`config.mk`:
```
export PLATFORM = sky130hd
export DESIGN_NAME = mon_cdc_launcher
export DESIGN_NICKNAME = d
export VERILOG_FILES = /design/src/rtl/mon_cdc_pkg.sv /design/src/rtl/mon_cdc_fifo.sv /design/src/rtl/mon_cdc_launcher.sv
export SDC_FILE = /design/constraint.sdc
export NUM_CORES = 1
export LEC_CHECK = 0
export BUFFER_PORTS_ARGS = -buffer_cell sky130_fd_sc_hd__buf_2
export CORE_MARGIN = 4
export CORE_UTILIZATION = 60
export CTS_BUF_LIST = sky130_fd_sc_hd__clkbuf_4 sky130_fd_sc_hd__clkbuf_8
export DETAILED_ROUTE_END_ITERATION = 8
export GPL_TIMING_DRIVEN = 0
export PLACE_DENSITY = 0.88
export RECOVER_POWER = 50
export SLEW_MARGIN = 15
export SYNTH_ARGS = -nofsm -noshare
export SYNTH_HDL_FRONTEND = slang
export SYNTH_SLANG_ARGS = --single-unit
```
`constraint.sdc`:
```
create_clock -name WrClk -period 5.2 [get_ports WrClk]
set_input_delay 1.04 -clock WrClk [delete_from_list [all_inputs] [get_ports WrClk]]
set_output_delay 1.04 -clock WrClk [all_outputs]
set_load 0.005 [all_outputs]
```
`src/rtl/mon_cdc_pkg.sv`:
```
// Shared types and constants for the monitor CDC write-side launcher.
package mon_cdc_pkg;

  typedef enum logic [1:0] {
    IDLE    = 2'd0,
    WAIT    = 2'd1,
    RELEASE = 2'd2
  } mon_cdc_state_t;

  localparam int MON_CDC_DSIZE = 34;

  // Width of the handshake timeout counter; a disabled timeout still needs one bit.
  function automatic int cntWidth(input int t);
    if (t > 0) begin
      return $clog2(t + 1);
    end else begin
      return 1;
    end
  endfunction

endpackage

```
`src/rtl/mon_cdc_fifo.sv`:
```
// Single-clock synchronous FIFO holding monitor words until the launcher issues them.
// The head word is read straight from the storage registers at the read pointer.
module mon_cdc_fifo
  import mon_cdc_pkg::*;
#(
  parameter int DSIZE = MON_CDC_DSIZE,
  parameter int DEPTH = 4
) (
  input  logic                   clk,
  input  logic                   rstB,
  input  logic                   push,
  input  logic                   pop,
  input  logic [DSIZE-1:0]       wrData,
  output logic [DSIZE-1:0]       head,
  output logic                   full,
  output logic                   empty,
  output logic [$clog2(DEPTH):0] level
);

  localparam int AW = $clog2(DEPTH);

  logic [DSIZE-1:0] memR [DEPTH];
  logic [AW-1:0]    wrPtrR;
  logic [AW-1:0]    rdPtrR;
  logic [AW:0]      countR;
  logic             pushS;
  logic             popS;

  assign full  = (countR == (AW + 1)'(DEPTH));
  assign empty = (countR == (AW + 1)'(0));
  assign level = countR;
  assign head  = memR[rdPtrR];
  assign pushS = push && !full;
  assign popS  = pop && !empty;

  // Pointer and occupancy bookkeeping; pointers wrap naturally at DEPTH.
  always_ff @(posedge clk) begin
    if (!rstB) begin
      wrPtrR <= '0;
      rdPtrR <= '0;
      countR <= '0;
    end else begin
      if (pushS) begin
        wrPtrR <= wrPtrR + AW'(1);
      end
      if (popS) begin
        rdPtrR <= rdPtrR + AW'(1);
      end
      case ({pushS, popS})
        2'b10:   countR <= countR + (AW + 1)'(1);
        2'b01:   countR <= countR - (AW + 1)'(1);
        default: countR <= countR;
      endcase
    end
  end

  // Word storage, cleared on reset so no stale word survives an abandon.
  always_ff @(posedge clk) begin
    if (!rstB) begin
      for (int i = 0; i < DEPTH; i++) begin
        memR[i] <= '0;
      end
    end else if (pushS) begin
      memR[wrPtrR] <= wrData;
    end
  end

endmodule

```
`src/rtl/mon_cdc_launcher.sv`:
```
// Write-side driver for the monitor CDC recirculation synchronizer: queues monitor words,
// launches them one at a time and waits for the copy acknowledge before the next launch.
module mon_cdc_launcher
  import mon_cdc_pkg::*;
#(
  parameter int DSIZE   = MON_CDC_DSIZE,
  parameter int DEPTH   = 4,
  parameter int TIMEOUT = 1024
) (
  input  logic                   WrClk,
  input  logic                   WrRstB,
  input  logic [DSIZE-1:0]       MonData,
  input  logic                   MonValid,
  output logic                   MonReady,
  output logic                   Write,
  output logic [DSIZE-1:0]       InData,
  input  logic                   WriteDone,
  output logic                   Busy,
  output logic [$clog2(DEPTH):0] Level,
  input  logic                   ErrClr,
  output logic                   Overflow,
  output logic                   Timeout
);

  localparam int CW = cntWidth(TIMEOUT);
  localparam logic [CW-1:0] CNT_LAST = (TIMEOUT > 0) ? CW'(TIMEOUT - 1) : '0;
  localparam logic [CW-1:0] CNT_MAX  = '1;

  mon_cdc_state_t   stateR;
  mon_cdc_state_t   stateS;
  logic [CW-1:0]    cntR;
  logic [CW-1:0]    cntS;
  logic             launchS;
  logic             toHitS;
  logic             dropS;
  logic             writeR;
  logic [DSIZE-1:0] inDataR;
  logic             busyR;
  logic             wdDlyR;
  logic             overflowR;
  logic             timeoutR;
  logic [DSIZE-1:0] fifoHead;
  logic             fifoFull;
  logic             fifoEmpty;

  // MonReady follows the registered occupancy only; a same-cycle pop does not free a slot.
  assign MonReady = !fifoFull;
  assign dropS    = MonValid && fifoFull;
  assign Write    = writeR;
  assign InData   = inDataR;
  assign Busy     = busyR;
  assign Overflow = overflowR;
  assign Timeout  = timeoutR;

  mon_cdc_fifo #(
    .DSIZE(DSIZE),
    .DEPTH(DEPTH)
  ) uFifo (
    .clk   (WrClk),
    .rstB  (WrRstB),
    .push  (MonValid),
    .pop   (launchS),
    .wrData(MonData),
    .head  (fifoHead),
    .full  (fifoFull),
    .empty (fifoEmpty),
    .level (Level)
  );

  // Next-state logic: launch from IDLE, wait for an acknowledge edge or timeout, then
  // hold in RELEASE until the synchronizer drops WriteDone.
  always_comb begin
    stateS  = stateR;
    cntS    = cntR;
    launchS = 1'b0;
    toHitS  = 1'b0;
    case (stateR)
      IDLE: begin
        if (!fifoEmpty) begin
          launchS = 1'b1;
          cntS    = '0;
          stateS  = WAIT;
        end else begin
          stateS  = IDLE;
        end
      end
      WAIT: begin
        if (WriteDone && !wdDlyR) begin
          stateS = RELEASE;
        end else begin
          if (cntR != CNT_MAX) begin
            cntS = cntR + CW'(1);
          end else begin
            cntS = cntR;
          end
          if ((TIMEOUT != 0) && (cntR == CNT_LAST)) begin
            toHitS = 1'b1;
            stateS = RELEASE;
          end else begin
            stateS = WAIT;
          end
        end
      end
      RELEASE: begin
        if (WriteDone) begin
          stateS = RELEASE;
        end else begin
          stateS = IDLE;
        end
      end
      default: begin
        stateS = IDLE;
      end
    endcase
  end

  // State, counter, launch outputs, acknowledge history and sticky error flags.
  always_ff @(posedge WrClk) begin
    if (!WrRstB) begin
      stateR    <= IDLE;
      cntR      <= '0;
      writeR    <= 1'b0;
      inDataR   <= '0;
      busyR     <= 1'b0;
      wdDlyR    <= 1'b0;
      overflowR <= 1'b0;
      timeoutR  <= 1'b0;
    end else begin
      stateR    <= stateS;
      cntR      <= cntS;
      writeR    <= launchS;
      if (launchS) begin
        inDataR <= fifoHead;
      end
      busyR     <= (stateS != IDLE);
      wdDlyR    <= WriteDone;
      overflowR <= dropS  | (overflowR & !ErrClr);
      timeoutR  <= toHitS | (timeoutR & !ErrClr);
    end
  end

endmodule

```
* Yosys cells after proc, flatten, opt, wreduce, memory -nomap -nowiden
Memory sizes are Yosys's and may differ from the RTL's. A register that Yosys moved wholly into a read port is not among the register bits.
Index checks and enable logic that the tools add are counted.
** Operators by class
- Mux-type cells :: 22
- Bitwise gates (word level) :: 4
- $add $sub $neg :: 5
- Equality and inequality tests :: 10
- Reductions and logical operators :: 16
** Operator list (number)
- two-way mux 34 bit :: 1
- OR reduction 34 bit :: 1
- two-way mux 11 bit :: 3
- case mux 11 bit (2 select lines) :: 1
- adder 11 x 1 -> 11 bit (second input constant) :: 1
- equality test 11 x 10 -> 1 bit (second input constant) :: 1
- two-way mux 1 bit :: 11
- inequality test 11 bit (second input constant) :: 1
- two-way mux 2 bit :: 4
- inequality test 2 bit (second input constant) :: 3
- case mux 2 bit (3 select lines) :: 1
- case mux 3 bit (2 select lines) :: 1
- nonzero test 2 bit :: 3
- logical NOT 1 bit :: 5
- adder 2 x 1 -> 2 bit (second input constant) :: 2
- equality test 2 x 1 -> 1 bit (second input constant) :: 2
- equality test 2 bit (second input constant) :: 2
- logical AND 1 bit :: 4
- AND reduction 4 bit :: 1
- adder 3 x 1 -> 3 bit (second input constant) :: 1
- equality test 3 bit (second input constant) :: 1
- logical NOT 3 bit :: 1
- subtractor 3 x 1 -> 3 bit (second input constant) :: 1
- bitwise AND 1 bit :: 2
- 2 further kinds :: 3
** Word-level totals
- Output and inout port bits :: 42
- Word-level logic and storage cells :: 68
- Memories kept :: 1
- Register bits :: 25
- Input port bits :: 39
- Bits in writable memories :: 136
** Memories
- uFifo.memR :: depth 4, width 34, read ports 1, clocked after Yosys merged registers in 1, wr ports 4, line mon_cdc_fifo.sv:22 : logic [DSIZE-1:0] memR [DEPTH];

* Longest topological paths before layout
- Word-level depth :: 8
- Mapped depth :: 11
- Mapped depth without buffers :: 9

* By module
Synthesis repeated with hierarchy kept, for this count alone.
** Second synthesis, totals
- Cells, all modules :: 635
- Area total of the unflattened synthesis :: 8429.3 um2
** By module, submodules not included
- mon_cdc_fifo :: area an instance 6369.9 um2, cells each 380, times used 1
- mon_cdc_launcher :: area an instance 2059.5 um2, cells each 255, times used 1

* Worst setup path before layout
Ideal clock, no wire load.
- Path kind :: in2reg
- Start :: in MonValid
- End :: mem uFifo.memR[2][0] (netlist name) (enable)
- Library setup time :: 0.477 ns
- Slack :: 1.020 ns
- Arrival :: 3.703 ns
- Stages :: 2
- Path buffers :: 0
- Cell sequence :: nand2_1 > o31ai_1
** RTL lines
- start, declared :: line mon_cdc_launcher.sv:13 : input logic MonValid,
- end, declared :: line mon_cdc_fifo.sv:22

==> impl_results.md <==
- Status: complete, but fails checks
- Failing checks: max-capacitance violations, max-slew violations
- Critical path required time: 5.37 ns
- # IOs: 81
- 1st-pass router iterations: 5
- R2r endpoint: uFifo.memR[3][11]
- Average vias per placed instance: 6.05
- Share of cells above drive strength 1: 24.3%
- Synthesized instance count: 627
- Total CTS buffers: 17
- Most frequent cell after synthesis: edfxtp_1
- R2r setup slk: 1.76 ns
- # Post-CTS Setup Buffers: 0
- Grt total ovfl: 0
- RSZ-0062 raised after global routing: false
- Area leader, netlist: edfxtp_1
- FMAX: 291 MHz
- Most frequent cells after synthesis: edfxtp_1, nand2_1, and3_1, dfxtp_1, and2_1
- Fill count: 1003
- Initial Utilization: 61.1%
- Largest family of logic cells by synthesized area: simple AND/OR/NAND/NOR gates
- Max cap viols: 2
- Actual slew at the worst max-slew pin: 2.44 ns
- EDFF count, synth: 136
- R2R cell count: 5
- Post-route ant nets: 0
- Final hold vios: 0
- Sequential area share after synthesis: 62.1%
- First-pass GRT wire length: 30500 um
- Synth Area in Simple Gates: 18.5%
- Top post-synthesis cells by area: edfxtp_1, dfxtp_1, mux4_2
- Worst Path Arrival: 3.61 ns
- #FFs+latches synth: 195
- Clock buffer depth: 2
- Hold endpoint: InData[8]
- Die area: 16100 sq um
- Adder-Cell Fraction of Synth Area: 0.532%
- CTS H-tree lvls: 4
- Static Leak: 3.74 nW
- Async S/R FF share, synth: 0%
- Post-CTS Resized: 0
- Nets: 774
- WS Path Type: flip-flop to flip-flop
- Worst-path fanout max: 22
- Final setup vio count: 0
- Post-synth top area share: 48.2%
- I/O Buffers: 80
- Post-DP HPWL: 13100 um
- Setup crit end kind: flip-flop
- # clock sinks: 195
- Synth Area in XOR/XNOR: 0.620%
- Slew margin rel.: -64.1%
- Clock Skews: 0.0137 ns
- R2r startpoint: uFifo.level[0]
- Main flop type after synthesis: edfxtp_1
- Synthesized Nets: 669
- Fin crit share: 66.1%
- CORE AREA: 13900 sq um
- Post-synth cell types: 55
- Final worst path period need: 3.44 ns
- Pin count of the biggest net entering global routing: 23
- Cell Pwr Density: 441 nW/um^2
- Worst-Skew Late Latency: 0.47 ns
- FF+latch area: 5270 sq um
- Mean area per synthesized cell: 13.5 sq um
- Yosys warnings: 0
- Final Wtd Congestion: 0.812
- Gr usage total: 25.1%
- Iteration-0 DRC Markers: 552
- Antenna violations before repair: 1
- Final Routed Wirelength: 19500 um
- Wire per inst: 21.0 um
- Area of the multi-input gates: 2890 sq um
- Setup TNS Final: 0 ns
- Synth Area in Compound Gates: 5.83%
- Drt drc: 0
- Clock root buffer master: clkbuf_8
- Vias: 5605
- Maximum vdd drop: 258 uV
- Placement row count: 43
- Post-CTS Hold Buffers: 0
- Worst hold stages: 2
- Worst hold path class: flip-flop to flip-flop
- Vias in the first global route: 5807
- Hold wc startpoint: InData[8]
- TritonCTS clock tree: done
- Startpoint Class: flip-flop
- Area Growth Syn to Fin: 11.9%
- Max Slew Vio Count: 23
- Mapped Area: 8470 sq um
- Clk slew on worst S/H paths: 0.10 ns
- Die span in x: 127 um
- Post-layout util: 68.3%
- Die Height: 127 um
- Multiplexer share of the synthesized area: 9.27%
-- through the flow --
stage / hold slack [ns] / cell area, sq um / instances / total power, W / worst slack, ns
floorplan: 0.451 / 8470 / 627 / 0.00283 / 1.02
global placement: 0.441 / 9100 / 887 / 0.00320 / -0.839
detailed placement: 0.447 / 9260 / 893 / 0.00328 / 2.33
CTS: 0.468 / 9660 / 925 / 0.00426 / 2.34
global route: 0.497 / 9480 / 926 / 0.00438 / 1.52
finish: 0.471 / 9480 / 926 / 0.00419 / 1.76
-- sequential cells by signal (all words and copies together), names as in the netlist, 2 cells and up --
signal        count
stateR            2
InData           34
uFifo.memR      136
uFifo.rdPtrR      2
uFifo.level       3
uFifo.wrPtrR      2
cntR             11
-- cell type report --
cell class	count	share of cell area [%]
antenna	1	0.0264
buffer	44	1.82
clock buffer	18	2.61
clock inverter	14	1.60
inverter	12	0.475
multi-input combinational	376	30.4
sequential	195	55.5
tap	180	2.38
timing repair buffer	86	5.12
-- cells by family (layout without fill, tap and decap cells) --
| family | after synthesis | after routing |
|---|---|---|
| AND/OR/NAND/NOR | 262 | 262 |
| adder cells (fa/ha/maj) | 3 | 3 |
| AO/OA/AOI/OAI | 69 | 69 |
| multiplexers | 36 | 36 |
| buffers and inverters | 56 | 174 |
| XOR/XNOR | 6 | 6 |
| flip-flops | 195 | 195 |
| other | 0 | 1 |
-- worst max-delay path, cell delays in order, from the launching register on --
cell	delay [ns]
dfxtp_1	0.42
or3b_1	0.14
clkbuf_1	0.22
nand3_1	0.20
o21ai_0	1.87
buf_12	0.28
-- per-layer routing --
metal	share of wire [%]	global-route usage [%]	vias up
met5	0	0	-
met4	2.2	9.59	0
met3	8.0	6.02	38
met2	52	43.4	284
met1	38	30.8	2781
li1	-	-	2502
-- power by group --
group	internal [W]	total (W)	leakage [nW]	switching [W]
Combinational	0.000487	0.00120	1.65	0.000709
Sequential	0.00190	0.00200	1.90	0.0000991
Clock	0.000446	0.000989	0.201	0.000543
-- cell usage in the layout, fill, tap and decap left out, drive strengths merged, types with 2 or more instances in the layout --
master,netlist,routed
a21boi,36,36
a2bb2oi,2,2
a31oi,8,8
and2,79,79
and3,69,69
buf,23,83
bufinv,0,2
clkbuf,21,65
clkinv,0,6
clkinvlp,0,2
dfxtp,59,59
edfxtp,136,136
ha,2,2
inv,12,16
mux2i,2,2
mux4,34,34
nand2,78,78
nand2b,2,2
nand3,6,6
nor2,6,6
nor2b,2,2
nor3,4,4
nor3b,2,2
o211ai,2,2
o21a,2,2
o21ai,9,9
o22ai,2,2
or3,5,5
or3b,2,2
or4,2,2
xnor2,5,5
-- worst max path at each step --
stage	start	endpoint	slack (ns)	cells past startpoint
floorplan	MonValid	uFifo.memR[2][0]	1.02	2
global placement	MonValid	uFifo.memR[2][29]	-0.84	3
detailed placement	WrRstB	uFifo.memR[0][27]	2.33	5
CTS	uFifo.level[0]	uFifo.level[2]	2.34	11
global route	uFifo.level[0]	uFifo.memR[1][11]	1.52	6
finish	uFifo.level[0]	uFifo.memR[3][11]	1.76	5
(Power assumes the default switching activity.)
